<file path="src/rtl/rle_rx_frame_ctrl.sv">
// Frames UART words into length-delimited packets behind a DEPTH-word FIFO; push-to-out_valid is 1 cycle.
// Downstream stalls are absorbed by the FIFO; a push into a full FIFO aborts the frame and clears it.
module rle_rx_frame_ctrl #(
  parameter int          DEPTH        = 16,
  parameter logic [7:0]  SYNC_BYTE    = 8'hA5,
  parameter int          TIMEOUT_CLKS = 20000
) (
  input  logic        clk,
  input  logic        rst,
  input  logic        rx_done,
  input  logic [15:0] rx_data,
  output logic        out_valid,
  output logic [15:0] out_data,
  output logic        out_last,
  input  logic        out_ready,
  output logic        busy,
  output logic        frame_done,
  output logic        err,
  output logic [1:0]  err_code,
  output logic [7:0]  frame_cnt
);

  localparam int AW = $clog2(DEPTH);
  localparam int TW = $clog2(TIMEOUT_CLKS);
  localparam logic [TW-1:0] TMAX = TW'(TIMEOUT_CLKS - 1);

  typedef enum logic [1:0] {S_HDR, S_DATA, S_DISC} state_t;

  typedef struct packed {
    logic        last;
    logic [15:0] dat;
  } entry_t;

  state_t        state_q, state_d;
  logic [7:0]    rem_q, rem_d;
  logic [TW-1:0] timer_q, timer_d;
  logic [AW:0]   wr_ptr_q, wr_ptr_d;
  logic [AW:0]   rd_ptr_q, rd_ptr_d;
  entry_t        mem_q [DEPTH];
  entry_t        mem_d [DEPTH];
  logic          err_q, err_d;
  logic [1:0]    err_code_q, err_code_d;
  logic          frame_done_q, frame_done_d;
  logic [7:0]    frame_cnt_q, frame_cnt_d;

  logic   empty, full, pop_req, pop, push, clr;
  entry_t head;

  assign empty = (wr_ptr_q == rd_ptr_q);
  assign full  = (wr_ptr_q[AW] != rd_ptr_q[AW]) &&
                 (wr_ptr_q[AW-1:0] == rd_ptr_q[AW-1:0]);
  assign head  = mem_q[rd_ptr_q[AW-1:0]];

  assign out_valid  = !empty;
  assign out_data   = out_valid ? head.dat : 16'h0000;
  assign out_last   = out_valid & head.last;
  assign busy       = (state_q != S_HDR) || !empty;
  assign frame_done = frame_done_q;
  assign err        = err_q;
  assign err_code   = err_code_q;
  assign frame_cnt  = frame_cnt_q;
  assign pop_req    = out_valid & out_ready;

  always_comb begin
    state_d    = state_q;
    rem_d      = rem_q;
    timer_d    = timer_q;
    err_d      = 1'b0;
    err_code_d = err_code_q;
    push       = 1'b0;
    clr        = 1'b0;
    mem_d      = mem_q;

    case (state_q)
      S_HDR: begin
        if (rx_done) begin
          if (rx_data[15:8] == SYNC_BYTE && rx_data[7:0] != 8'd0) begin
            rem_d   = rx_data[7:0];
            timer_d = '0;
            state_d = S_DATA;
          end else begin
            err_d      = 1'b1;
            err_code_d = 2'b01;
          end
        end
      end
      S_DATA, S_DISC: begin
        if (rx_done) begin
          timer_d = '0;
          rem_d   = rem_q - 8'd1;
          if (rem_q == 8'd1) state_d = S_HDR;
          if (state_q == S_DATA) begin
            // A pop in the same cycle frees the slot being written.
            if (!full || pop_req) begin
              push = 1'b1;
            end else begin
              err_d      = 1'b1;
              err_code_d = 2'b10;
              clr        = 1'b1;
              if (rem_q != 8'd1) state_d = S_DISC;
            end
          end
        end else if (timer_q == TMAX) begin
          err_d      = 1'b1;
          err_code_d = 2'b11;
          clr        = 1'b1;
          timer_d    = '0;
          state_d    = S_HDR;
        end else begin
          timer_d = timer_q + TW'(1);
        end
      end
      default: state_d = S_HDR;
    endcase

    pop = pop_req & !clr;

    if (push) mem_d[wr_ptr_q[AW-1:0]] = '{last: (rem_q == 8'd1), dat: rx_data};

    wr_ptr_d = clr ? '0 : wr_ptr_q + {{AW{1'b0}}, push};
    rd_ptr_d = clr ? '0 : rd_ptr_q + {{AW{1'b0}}, pop};

    frame_done_d = pop & head.last;
    frame_cnt_d  = frame_cnt_q + {7'd0, frame_done_d};
  end

  always_ff @(posedge clk) begin
    if (rst) begin
      state_q      <= S_HDR;
      rem_q        <= '0;
      timer_q      <= '0;
      wr_ptr_q     <= '0;
      rd_ptr_q     <= '0;
      err_q        <= 1'b0;
      err_code_q   <= 2'b00;
      frame_done_q <= 1'b0;
      frame_cnt_q  <= '0;
    end else begin
      state_q      <= state_d;
      rem_q        <= rem_d;
      timer_q      <= timer_d;
      wr_ptr_q     <= wr_ptr_d;
      rd_ptr_q     <= rd_ptr_d;
      err_q        <= err_d;
      err_code_q   <= err_code_d;
      frame_done_q <= frame_done_d;
      frame_cnt_q  <= frame_cnt_d;
      mem_q        <= mem_d;
    end
  end

endmodule

</file>
<file path="config.mk">
export PLATFORM = sky130hd
export DESIGN_NAME = rle_rx_frame_ctrl
export DESIGN_NICKNAME = d
export VERILOG_FILES = /design/src/rtl/rle_rx_frame_ctrl.sv
export SDC_FILE = /design/constraint.sdc
export NUM_CORES = 1
export LEC_CHECK = 0
export BUFFER_PORTS_ARGS = -buffer_cell sky130_fd_sc_hd__buf_2
export CORE_MARGIN = 2
export CORE_UTILIZATION = 61
export DETAILED_ROUTE_END_ITERATION = 16
export HOLD_SLACK_MARGIN = 0.02
export PLACE_DENSITY = 0.9
export SYNTH_ARGS = -nofsm -noshare
export SYNTH_HDL_FRONTEND = slang
export SYNTH_SLANG_ARGS = --single-unit
</file>
<file path="constraint.sdc">
create_clock -name clk -period 4.5 [get_ports clk]
set_input_delay 0.675 -clock clk [delete_from_list [all_inputs] [get_ports clk]]
set_output_delay 0.675 -clock clk [all_outputs]
set_load 0.03 [all_outputs]
</file>
Word level (Yosys, flattened, before mapping):

Cells that the tools add are included.

* input port bits: 20
* bits in registers: 319

* order comparisons: 3
* $add $sub $neg: 5
* bitwise operators: 7
* reduce and logical (&&, ||, !) cells: 19
* equal/unequal tests: 16
* muxes and demuxes: 44

Operators with widths (count)
* 272-bit bitwise mux: 1
* 17-bit binary-select mux with 4-bit select: 1
* 17-bit demux with 4-bit select: 1
* 15-bit two-way mux: 4
* 17-bit two-way mux: 3
* 15-bit one-hot mux with 2 select lines: 1
* 2-bit two-way mux: 14
* 8-bit two-way mux: 3
* 16-bit two-way mux: 1
* 8-bit one-hot mux with 2 select lines: 1
* 15-bit by 1-bit adder with 15-bit output, second input constant: 1
* 15-bit == test, second input constant: 1
* 1-bit two-way mux: 11
* 5-bit by 1-bit adder with 5-bit output: 2
* 5-bit greater-or-equal comparator, second input constant: 2
* 4-bit inverter with 5-bit output: 2
* 3-bit != test, second input constant: 3
* 8-bit by 1-bit adder with 8-bit output: 1
* 8-bit by 1-bit == test with 1-bit output, second input constant: 1
* 8-bit == test, second input constant: 1
* 2-bit != test, second input constant: 4
* 8-bit by 1-bit != test with 1-bit output, second input constant: 1
* 2-bit one-hot mux with 2 select lines: 2
* 8-bit nonzero test: 1
* 20 further kinds: 31

Longest topological paths before layout:

* depth in word-level cells: 12
* depth in mapped cells: 13

Worst setup path before layout:

No wires, ideal clock.

* kind: register to register
* start: register state_q[0]
* end: register mem_q[255] in the netlist's numbering, enable pin
* cell stages (with the launch flop): 8
* period minus slack after synthesis: 3.573 ns
* buffers on the path: 1
* setup slack: 0.927 ns
* arrival: 3.156 ns
* path through: dfxtp_1 > inv_1 > ha_1 > clkbuf_1 > nand2_1 > nor3b_1 > nor4bb_1 > nor3b_1

* word-level cells in the longest chain between the ends: 5

RTL lines
* start, declared: line 34 `state_t state_q, state_d;`
* start signal, assigned: line 139 `state_q <= state_d;`
* 2-bit by 1-bit == test with 1-bit output: line 74, 92
* 1-bit two-way mux: line 92 `if (state_q == S_DATA) begin`
* 1-bit two-way mux: line 88 `if (rx_done) begin`
* 1-bit two-way mux *: line 74 `case (state_q)`
* 2-bit AND reduction (no line) *
* end signal, assigned: line 148 `mem_q <= mem_d;`
* end, declared: line 39 `entry_t mem_q [DEPTH];`

Mark *: on every way between the ends. The rest lies on a longest branch, timed or not.
A chain may end at the register's enable or synchronous reset.

Final worst setup path:

* start: register rd_ptr_q[1]
* end: output out_data[7]

* word-level cells in the longest chain between the ends: 5

RTL lines
* start, declared: line 38 `logic [AW:0] rd_ptr_q, rd_ptr_d;`
* start signal, assigned: line 143 `rd_ptr_q <= rd_ptr_d;`
* 4-bit inverter with 5-bit output (not written as such): line 52 `assign head = mem_q[rd_ptr_q[AW-1:0]];`
* 17-bit binary-select mux with 4-bit select: line 52
* 17-bit two-way mux (not written as such) (2 in a row): line 52
* 16-bit two-way mux *: line 55 `assign out_data = out_valid ? head.dat : 16'h0000;`
* end, declared: line 13 `output logic [15:0] out_data,`

Mark *: on every way between the ends. The rest lies on a longest branch, timed or not. The select of a mux whose other input is x is not followed.

==> metrics.csv <==
metric;value;unit
ir_drop;0.325;mV
multi_input_area;3680;um^2
stdcell_count;1087;
hold_start;rem_q[5];
synth_area_leader_cell;edfxtp_1;
portBuffers;50;
dp.cells;1030;
crit_fanout;32;
reg2reg_slack;0.97;ns
die_h;150;um
critPathTopFamily;multiplexers;
fin_crit;3.77;ns
synth-edff-count;272;
synthTopCellsByArea;edfxtp_1, mux4_2, dfxtp_1, nor2_1, ha_1;
grt_pass1_wl;46.2;mm
clock_path_buffers;3;
grt_max_degree;41;
layout_commonest_cell;edfxtp_1;
hold-worst-slack;0.472;ns
wirelength;30.4;mm
syn_nets;750;
start_kind;flop;
final_cell_area;14700;um^2
timing.critical_path.buf_inv;2;
cts.clk_slew.worst_paths;0.07;ns
synth_cell_type_count;56;
drive_above_1_share;0.280;
io-pin-count;51;
slowest_stage;dfxtp_2;
reg2regPathDepth;6;
tns;0;ns
synth_top_area_frac;0.631;
place_hpwl;17.2;mm
dieArea;22400;um^2
fin_util;0.703;
grt_pass1_vias;7522;
route.detailed.drc;0;
cts_hold_buf;0;
fmax;265;MHz
core_area;21000;um^2
max_slew.worst_pin.slew;1.04;ns
seq_area;9110;um^2
critPathKind;flop to output port;
grt_use_total;0.282;
cp.required;3.83;ns
post_cts_buffers;0;
worstPathArrival;3.09;ns
root_buffer;clkbuf_16;
drt_iter0_markers;771;
leakagePower;4.79;nW
drv_slew;0;
r2r_start;state_q[0];
num-fill-cells;1275;
gr-total-overflow;0;
crit_top_cell;mux4_2;
place_area;13600;um^2
min_to;rem_q[5];
synth_flop_cell;edfxtp_1;
vias;7306;
crit_chain;buf_4, mux4_2, mux4_2, nor2b_1, buf_2;
synth.ff_latch_count;319;
async_flop_share;0;
cts-htree-levels;1;
cts_buffers;30;
cts_tree;built;
synthToLayoutAreaGrowth;13.8;%
final_cell_mix;edfxtp_1, mux4_2, buf_2, dfxtp_1, nor2_1;
gp_congestion;0.864;
hold_violations;0;
rows;53;
startpoint;rd_ptr_q[1];
clkSinkCount;319;
firstDrtPassIters;5;
antenna_found_initial;1;
vias_per_cell;6.72;
clkLatencyLatePin;0.55;ns
min_path_type;flop to flop;
worstHoldPathCells;2;
setup_viol;0;
drtAntennaViolNets;0;
p_per_area;414;nW/um^2
synth.yosys.seq_area_share;0.703;
rr_endpoint;mem_q[120];
cap_violations;0;
routedWlPerCell;28.0;um
status;finished clean;
cts_resized;0;
syn_area;12900;um^2
final_nets;819;
fin_crit_sh;0.838;
crit_path_end_kind;output port;
skew;0.0146;ns
syn_inst;718;
synth_warnings;0;
critPathMaxStageDelay;0.74;ns
start_util;0.618;
syn_avg_cell_area;18.0;um^2
slew_headroom;0.296;
die_w;150;um
rsz0062_at_grt;no;
[state kept, by name, indices dropped and copies added, names as in the netlist]
register,cells
err,1
err_code,2
frame_cnt,8
frame_done,1
mem_q,272
rd_ptr_q,5
rem_q,8
state_q,2
timer_q,15
wr_ptr_q,5
[per-stage QoR]
stage	power, mW	setup slack, ns
2_1_floorplan	3.35	0.927
3_3_place_gp	3.40	1.28
3_5_place_dp	3.41	1.17
4_1_cts	6.11	0.703
5_1_grt	6.23	0.611
6_report	6.09	0.730
[routing by layer]
metal  GRT usage  share of wire  vias up
met5           0              0        -
met4       0.113          0.043        0
met3      0.0430          0.085       96
met2       0.473           0.51      443
met1       0.379           0.37     3720
li1            -              -     3047
[synth_stat cells, drive strengths merged (4+ instances only)]
cell type and count:
a21oi 15, a31oi 6, and3 6, buf 14
clkbuf 25, dfxtp 47, edfxtp 272, ha 12
inv 9, mux4 85, nand2 17, nand3 15
nand4 8, nor2 41, nor2b 23, nor3 13
nor3b 7, o21ai 17, or4 4, xnor2 12
xor2 13
[layout make-up]
cell class | instances | share of cell area
multi-input combinational | 351 | 0.250
clock buffer | 35 | 0.0550
timing repair buffer | 76 | 0.0311
sequential | 319 | 0.619
tap | 275 | 0.0234
clock inverter | 21 | 0.0194
antenna | 1 | 0.000170
inverter | 9 | 0.00229
[worst max path at each step]
stage | to | depth (start not counted)
6_report | out_data[7] | 5
5_1_grt | out_data[9] | 5
4_1_cts | out_data[9] | 5
3_5_place_dp | timer_q[9] | 6
3_3_place_gp | timer_q[9] | 6
2_1_floorplan | mem_q[255] | 7
[worst register-to-register path, stage by stage, from the launching register on]
cell and delay (ns):
dfxtp_1 0.39, inv_1 0.10, ha_1 0.52, nand2_1 0.24, nor3b_1 0.42, nor4bb_1 0.53, and3b_1 0.95
[logic make-up (layout without fill, tap and decap cells)]
kind of cell,count (synthesis),count (layout),share of synthesized area
compound gates,67,67,0.0361
xor+xnor,25,25,0.0169
fa+ha+maj,12,12,0.0116
buf+inv,48,141,0.0148
flops,319,319,0.703
mux,86,86,0.149
other cells,0,1,0
simple gates,161,161,0.0685
[report_power, final]
group	switching, mW	leakage (nW)	internal [mW]
Combinational	0.106	1.41	0.0371
Sequential	0.00571	2.85	3.20
Clock	1.10	0.537	1.64
Note: power is estimated with default switching activity, not from simulation.
